$ cat src/rtl/lpt_pkg.sv
// Shared types and default constants for the LPT peripheral-side receiver.
package lpt_pkg;

  // Receiver handshake states
  typedef enum logic [1:0] {
    IDLE       = 2'd0,
    WAIT_REL   = 2'd1,
    WAIT_SPACE = 2'd2,
    ACK        = 2'd3
  } lpt_rx_state_t;

  localparam int unsigned LPT_ACK_CYCLES_DEF = 32'd250;
  localparam int unsigned LPT_FIFO_DEPTH_DEF = 32'd16;

  typedef logic [7:0] lpt_byte_t;

endpackage

$ cat src/rtl/lpt_rx_fifo.sv
// Synchronous show-ahead FIFO: the head entry is presented on rd_data
// whenever valid is high. Pops on an empty FIFO and pushes on a full FIFO
// are ignored. flush empties the FIFO in one cycle.
module lpt_rx_fifo
  import lpt_pkg::*;
#(
  parameter int unsigned DEPTH = LPT_FIFO_DEPTH_DEF,
  parameter int unsigned WIDTH = 32'd8
) (
  input  logic                     clk,
  input  logic                     reset,
  input  logic                     flush,
  input  logic                     push,
  input  logic [WIDTH-1:0]         push_data,
  input  logic                     pop,
  output logic [WIDTH-1:0]         rd_data,
  output logic                     valid,
  output logic                     full,
  output logic                     empty,
  output logic [$clog2(DEPTH):0]   level
);

  localparam int unsigned AW = $clog2(DEPTH);

  logic [WIDTH-1:0] mem_r [DEPTH];
  logic [AW-1:0]    wr_ptr_r;
  logic [AW-1:0]    rd_ptr_r;
  logic [AW:0]      level_r;
  logic [AW:0]      level_next_s;
  logic             full_r;
  logic             valid_r;
  logic             push_ok_s;
  logic             pop_ok_s;

  assign push_ok_s = push & ~full_r;
  assign pop_ok_s  = pop & valid_r;

  // Next occupancy from the accepted push/pop pair
  always_comb begin
    level_next_s = level_r;
    case ({push_ok_s, pop_ok_s})
      2'b10:   level_next_s = level_r + (AW+1)'(1);
      2'b01:   level_next_s = level_r - (AW+1)'(1);
      default: level_next_s = level_r;
    endcase
  end

  // Pointers, occupancy and registered status flags
  always_ff @(posedge clk) begin
    if (reset || flush) begin
      wr_ptr_r <= '0;
      rd_ptr_r <= '0;
      level_r  <= '0;
      full_r   <= 1'b0;
      valid_r  <= 1'b0;
    end else begin
      if (push_ok_s) begin
        wr_ptr_r <= wr_ptr_r + AW'(1);
      end
      if (pop_ok_s) begin
        rd_ptr_r <= rd_ptr_r + AW'(1);
      end
      level_r <= level_next_s;
      full_r  <= (level_next_s == (AW+1)'(DEPTH));
      valid_r <= (level_next_s != '0);
    end
  end

  // Storage array; data needs no reset since valid gates it
  always_ff @(posedge clk) begin
    if (push_ok_s) begin
      mem_r[wr_ptr_r] <= push_data;
    end
  end

  assign rd_data = mem_r[rd_ptr_r];
  assign valid   = valid_r;
  assign empty   = ~valid_r;
  assign full    = full_r;
  assign level   = level_r;

endmodule

$ cat src/rtl/lpt_peripheral_rx.sv
// Centronics peripheral-side receiver: synchronises the host STROBE/INIT
// pins, runs the STROBE/BUSY/ACK handshake and queues received bytes in a
// show-ahead FIFO drained over a valid/ready port.
// Optional build macro: LPT_STROBE_FILTER_EN adds a FILTER_CYCLES-long
// glitch filter on the synchronised strobe.
module lpt_peripheral_rx
  import lpt_pkg::*;
#(
  parameter int unsigned CLK_MHZ       = 32'd50,
  parameter int unsigned ACK_CYCLES    = LPT_ACK_CYCLES_DEF,
  parameter int unsigned FIFO_DEPTH    = LPT_FIFO_DEPTH_DEF,
  parameter int unsigned FILTER_CYCLES = 32'd4
) (
  input  logic                          clk,
  input  logic                          reset,
  input  logic                          lpt_strobe_n,
  input  logic [7:0]                    lpt_data,
  input  logic                          lpt_init_n,
  output logic                          lpt_ack_n,
  output logic                          lpt_busy,
  output logic                          lpt_sel,
  output logic                          lpt_pout,
  input  logic                          paper_out,
  output logic [7:0]                    rd_data,
  output logic                          rd_valid,
  input  logic                          rd_ready,
  output logic [$clog2(FIFO_DEPTH):0]   fifo_level,
  output logic                          protocol_err,
  input  logic                          err_clr
);

  localparam int unsigned ACW = (ACK_CYCLES > 32'd1) ? $clog2(ACK_CYCLES) : 32'd1;

  // CLK_MHZ is informational only; FILTER_CYCLES matters only with the filter
  if ((CLK_MHZ == 32'd0) || (FILTER_CYCLES == 32'd0)) begin : g_cfg_info
  end

  logic            strobe_meta_r;
  logic            strobe_sync_r;
  logic            init_meta_r;
  logic            init_sync_r;
  logic            strobe_prev_r;
  logic            strobe_level_s;
  logic            fall_s;
  logic            init_active_s;

  lpt_rx_state_t   state_r;
  lpt_rx_state_t   state_next_s;
  logic [ACW-1:0]  ack_cnt_r;
  logic [ACW-1:0]  ack_cnt_next_s;
  lpt_byte_t       capture_r;
  logic            capture_load_s;
  logic            push_s;
  logic            err_set_s;
  logic            fifo_full_s;
  logic            fifo_empty_s;

  // Two-stage synchronisers for the asynchronous host control pins
  always_ff @(posedge clk) begin
    if (reset) begin
      strobe_meta_r <= 1'b1;
      strobe_sync_r <= 1'b1;
      init_meta_r   <= 1'b1;
      init_sync_r   <= 1'b1;
    end else begin
      strobe_meta_r <= lpt_strobe_n;
      strobe_sync_r <= strobe_meta_r;
      init_meta_r   <= lpt_init_n;
      init_sync_r   <= init_meta_r;
    end
  end

`ifdef LPT_STROBE_FILTER_EN
  localparam int unsigned FCW = $clog2(FILTER_CYCLES + 32'd1);

  logic           filt_level_r;
  logic [FCW-1:0] filt_cnt_r;

  // Level follows the strobe only after FILTER_CYCLES consecutive differing samples
  always_ff @(posedge clk) begin
    if (reset) begin
      filt_level_r <= 1'b1;
      filt_cnt_r   <= '0;
    end else if (strobe_sync_r == filt_level_r) begin
      filt_cnt_r   <= '0;
    end else if (filt_cnt_r == FCW'(FILTER_CYCLES - 32'd1)) begin
      filt_level_r <= strobe_sync_r;
      filt_cnt_r   <= '0;
    end else begin
      filt_cnt_r   <= filt_cnt_r + FCW'(1);
    end
  end

  assign strobe_level_s = filt_level_r;
`else
  assign strobe_level_s = strobe_sync_r;
`endif

  // Previous strobe level for falling-edge detection
  always_ff @(posedge clk) begin
    if (reset) begin
      strobe_prev_r <= 1'b1;
    end else begin
      strobe_prev_r <= strobe_level_s;
    end
  end

  assign fall_s        = strobe_prev_r & ~strobe_level_s;
  assign init_active_s = ~init_sync_r;

  // Handshake next-state, capture/push strobes and protocol-error detection
  always_comb begin
    state_next_s   = state_r;
    ack_cnt_next_s = ack_cnt_r;
    capture_load_s = 1'b0;
    push_s         = 1'b0;
    err_set_s      = 1'b0;
    if (init_active_s) begin
      state_next_s   = IDLE;
      ack_cnt_next_s = '0;
    end else begin
      case (state_r)
        IDLE: begin
          if (fall_s) begin
            capture_load_s = 1'b1;
            state_next_s   = WAIT_REL;
          end else begin
            state_next_s   = IDLE;
          end
        end
        WAIT_REL: begin
          if (strobe_level_s) begin
            state_next_s = WAIT_SPACE;
          end else begin
            state_next_s = WAIT_REL;
          end
        end
        WAIT_SPACE: begin
          if (!fifo_full_s) begin
            push_s         = 1'b1;
            ack_cnt_next_s = ACW'(ACK_CYCLES - 32'd1);
            state_next_s   = ACK;
          end else begin
            state_next_s   = WAIT_SPACE;
          end
        end
        ACK: begin
          if (ack_cnt_r == '0) begin
            state_next_s   = IDLE;
          end else begin
            ack_cnt_next_s = ack_cnt_r - ACW'(1);
          end
        end
        default: begin
          state_next_s   = IDLE;
          ack_cnt_next_s = '0;
        end
      endcase
      // A host strobe outside IDLE is a violation; the byte is dropped
      if (fall_s && (state_r != IDLE)) begin
        err_set_s = 1'b1;
      end else begin
        err_set_s = 1'b0;
      end
    end
  end

  // State, ACK counter and capture register
  always_ff @(posedge clk) begin
    if (reset) begin
      state_r   <= IDLE;
      ack_cnt_r <= '0;
      capture_r <= 8'h00;
    end else begin
      state_r   <= state_next_s;
      ack_cnt_r <= ack_cnt_next_s;
      if (capture_load_s) begin
        capture_r <= lpt_data;
      end
    end
  end

  // Host-facing outputs derived from the next state so they track it without lag
  always_ff @(posedge clk) begin
    if (reset) begin
      lpt_ack_n    <= 1'b1;
      lpt_busy     <= 1'b0;
      lpt_sel      <= 1'b1;
      lpt_pout     <= 1'b0;
      protocol_err <= 1'b0;
    end else begin
      lpt_ack_n <= (state_next_s != ACK);
      lpt_busy  <= init_active_s | (state_next_s != IDLE);
      lpt_sel   <= ~init_active_s;
      lpt_pout  <= paper_out;
      if (err_set_s) begin
        protocol_err <= 1'b1;
      end else if (err_clr || init_active_s) begin
        protocol_err <= 1'b0;
      end
    end
  end

  lpt_rx_fifo #(
    .DEPTH (FIFO_DEPTH),
    .WIDTH (32'd8)
  ) u_fifo (
    .clk       (clk),
    .reset     (reset),
    .flush     (init_active_s),
    .push      (push_s),
    .push_data (capture_r),
    .pop       (rd_ready),
    .rd_data   (rd_data),
    .valid     (rd_valid),
    .full      (fifo_full_s),
    .empty     (fifo_empty_s),
    .level     (fifo_level)
  );

endmodule

$ cat config.mk
export PLATFORM = sky130hd
export DESIGN_NAME = lpt_peripheral_rx
export DESIGN_NICKNAME = d
export VERILOG_FILES = /design/src/rtl/lpt_pkg.sv /design/src/rtl/lpt_rx_fifo.sv /design/src/rtl/lpt_peripheral_rx.sv
export SDC_FILE = /design/constraint.sdc
export NUM_CORES = 1
export LEC_CHECK = 0
export ABC_CLOCK_PERIOD_IN_PS = 5400
export BUFFER_PORTS_ARGS = -buffer_cell sky130_fd_sc_hd__buf_2
export CAP_MARGIN = 20
export CORE_MARGIN = 1.5
export CORE_UTILIZATION = 65
export DETAILED_ROUTE_END_ITERATION = 8
export PLACE_DENSITY_LB_ADDON = 0.12
export SETUP_SLACK_MARGIN = 0.3
export SLEW_MARGIN = 20
export SYNTH_ARGS = -nofsm -noshare
export SYNTH_HDL_FRONTEND = slang
export SYNTH_HIERARCHICAL = 1
export SYNTH_SLANG_ARGS = --single-unit
$ cat constraint.sdc
create_clock -name clk -period 5.4 [get_ports clk]
set_input_delay 0.27 -clock clk [delete_from_list [all_inputs] [get_ports clk]]
set_output_delay 0.27 -clock clk [all_outputs]
set_load 0.05 [all_outputs]
==> summary.md <==
| Metric | Value |
|---|---|
| Root Buffer | `clkbuf_8` |
| TritonRoute pass-1 iters | `4` |
| Site Rows | `37` |
| DR DRC count | `0` |
| Detail Route Antenna Nets | `0` |
| CP most frequent cell | `xnor2_1` |
| Initial DRC count | `~280` |
| Syn Nets | `442` |
| End of the worst register-to-register path | `u_fifo/full` |
| Layout cells sized above 1 | `0.282` |
| Max incr delay on CP | `540 ps` |
| Max clock buf depth | `2` |
| Synthesized cell area | `about 7000 um2` |
| Min Tclk post-route | `between 3000 and 4000 ps` |
| Overall power | `~2.7 mW` |
| Die height | `107 um` |
| FF+latch area | `4790 um2` |
| Power per cell area | `340 nW/um2` |
| Final worst-path cycle share | `0.606` |
| Headroom to the max-slew limit | `0.272` |
| Worst path arrival time | `roughly 3700 ps` |
| CTS Buf Count | `17` |
| Clock Skew | `12.7 ps` |
| Initial antenna violation count | `0` |
| RR Startpoint | `state_r[1]` |
| Worst EP required | `a little under 6000 ps` |
| Hold WS | `roughly 23 ps` |
| FILL cells | `around 620` |
| Yosys warning total | `6` |
| WL final | `roughly 13 mm` |
| Max VDD drop | `about 240 uV` |
| Buffers on Ports | `33` |
| Gpl congestion | `roughly 0.86` |
| Cells after synthesis | `419` |
| Commonest non-fill, non-tap cell in the layout | `edfxtp_1` |
| R2r setup slk | `2130 ps` |
| GR Overflow Total | `0` |
| LEAKAGE | `2.71 nW` |
| CP Cell Sequence | `or3b_2, nor2_1, nor2b_4, inv_2, nand2_1, xnor2_1, ha_1, nor3b_1, a31oi_1, a221oi_2, xnor2_1, nor4bb_1` |
| Vias post-DR | `roughly 3.7k` |
| Crit path launch type | `flop` |
| RSZ-0062 raised after global routing | `no` |
| Least-Margin Pin Slew | `1090 ps` |
| Syn_area_per_cell | `around 17 um2` |
| Fmax achieved | `306 MHz` |
| Clock Sinks | `175` |
| Multi-input logic area | `between 2000 and 2500 um2` |
| Largest net degree at the start of global routing | `33` |
| CP Launch Point | `state_r[1]` |
| Worst r2r path cells | `12` |
| Full die area | `between 10,000 and 15,000 um2` |
| Max-Cap Viols | `0` |
| Die W | `around 110 um` |
| Setup_tns | `0 ps` |
| Final hold violations | `0` |
| Worst-path fanout max | `11` |
| Vias/cell | `about 6` |
| Crit end category | `flop` |
| Post-CTS Resized | `0` |
| Total GRT Usage | `0.253` |
| TritonCTS clock tree | `yes` |
| Crit path capture | `u_fifo/full` |
| Hold WC Path Type | `input port to flop` |
| ANT cells | `0` |
| Critical-path top delay cell | `or3b_2` |
| Syn-to-layout area delta | `12.7%` |
| Crit Path Category | `flop to flop` |
| # Post-CTS Setup Buffers | `0` |
| Most frequent cells in the layout | `edfxtp_1, nor2_1, dfxtp_1, mux4_2, buf_2` |
| First-pass GRT wire length | `a little over 20 mm` |
| Clk pin slew, worst setup/hold paths | `approximately 70 ps` |
| Initial core utilization | `0.673` |
| Final setup fails | `0` |
| Vias in the first global route | `between 3k and 4k` |
| Drt wl/cell | `between 20 and 25 um` |
| Nets | `between 400 and 500` |
| Num ports | `34` |
| Worst-Skew Late Latency | `~530 ps` |
| H-tree Lvls | `4` |
| Core area | `about 10,000 um2` |
| Outcome | `finished, final reports clean` |
| DPL Wire Length | `approximately 8 mm` |
| Max-slew violation count | `0` |
-- cell type report --
cell class,count,share of cell area
flip-flops and latches,175,0.608
well taps,136,0.0216
repair buffers,47,0.0369
clock inverters,13,0.0130
multi-input cells,215,0.259
inverters,9,0.00461
clock buffers,19,0.0561
-- registers in the layout (all words and copies together) (netlist names), 2 cells and up, named ones only --
register,flops
u_fifo/rd_ptr_r,4
u_fifo/mem_r,128
capture_r,8
state_r,2
u_fifo/wr_ptr_r,4
u_fifo/level,5
ack_cnt_r,8
-- how the worst min path moves through the flow --
stage / slack (ps) / start / depth (start not counted) / to
after global routing: 10 / lpt_data[0] / 3 / capture_r[0]
after CTS: 3 / lpt_data[6] / 3 / capture_r[6]
after floorplan: 340 / reset / 1 / lpt_pout
final: 20 / lpt_data[6] / 3 / capture_r[6]
after detailed placement: 400 / strobe_meta_r / 1 / strobe_level_s
after global placement: 390 / init_meta_r / 1 / init_sync_r
-- routing by layer --
layer | vias to the layer above | track usage | share of wire
li1 | 1702 | - | -
met1 | 1857 | 0.322 | 0.40
met2 | 118 | 0.435 | 0.53
met3 | 19 | 0.0498 | 0.049
met4 | 0 | 0.0914 | 0.020
met5 | - | 0 | 0
-- critical path, delay by kind of cell, from the launching register on --
kind	cells	cell delay, ps
and+or+nand+nor	6	1560
AOI/OAI and AO/OA	2	480
DFF	1	440
adders and majority gates	1	320
xor gates and xnor gates	2	270
buffers and inverters	1	110
-- report_power, final --
part	internal [mW]	switching (mW)	total [mW]	leakage [nW]
registers	1.44	0.0165	1.46	1.56
logic	0.0449	0.0602	0.105	0.871
clock network	0.599	0.513	1.11	0.274
-- repair_timing --
item / in CTS / in global routing
setup endpoints to repair: 0 / 0
hold buffers: 8 / 0
endpoints found under the hold margin: 8 / 0
-- per-stage QoR --
step / std cells / setup WS [ps] / cell area (um2) / utilization
2_1_floorplan: 419 / 2670 / 6980 / -
3_3_place_gp: 574 / 2370 / 7240 / 0.698
3_5_place_dp: 574 / 2190 / 7240 / 0.698
4_1_cts: 614 / 2160 / 7870 / 0.759
5_1_grt: 614 / 1900 / 7870 / 0.759
6_report: 614 / 2130 / 7870 / 0.759
(Power assumes the default switching activity.)
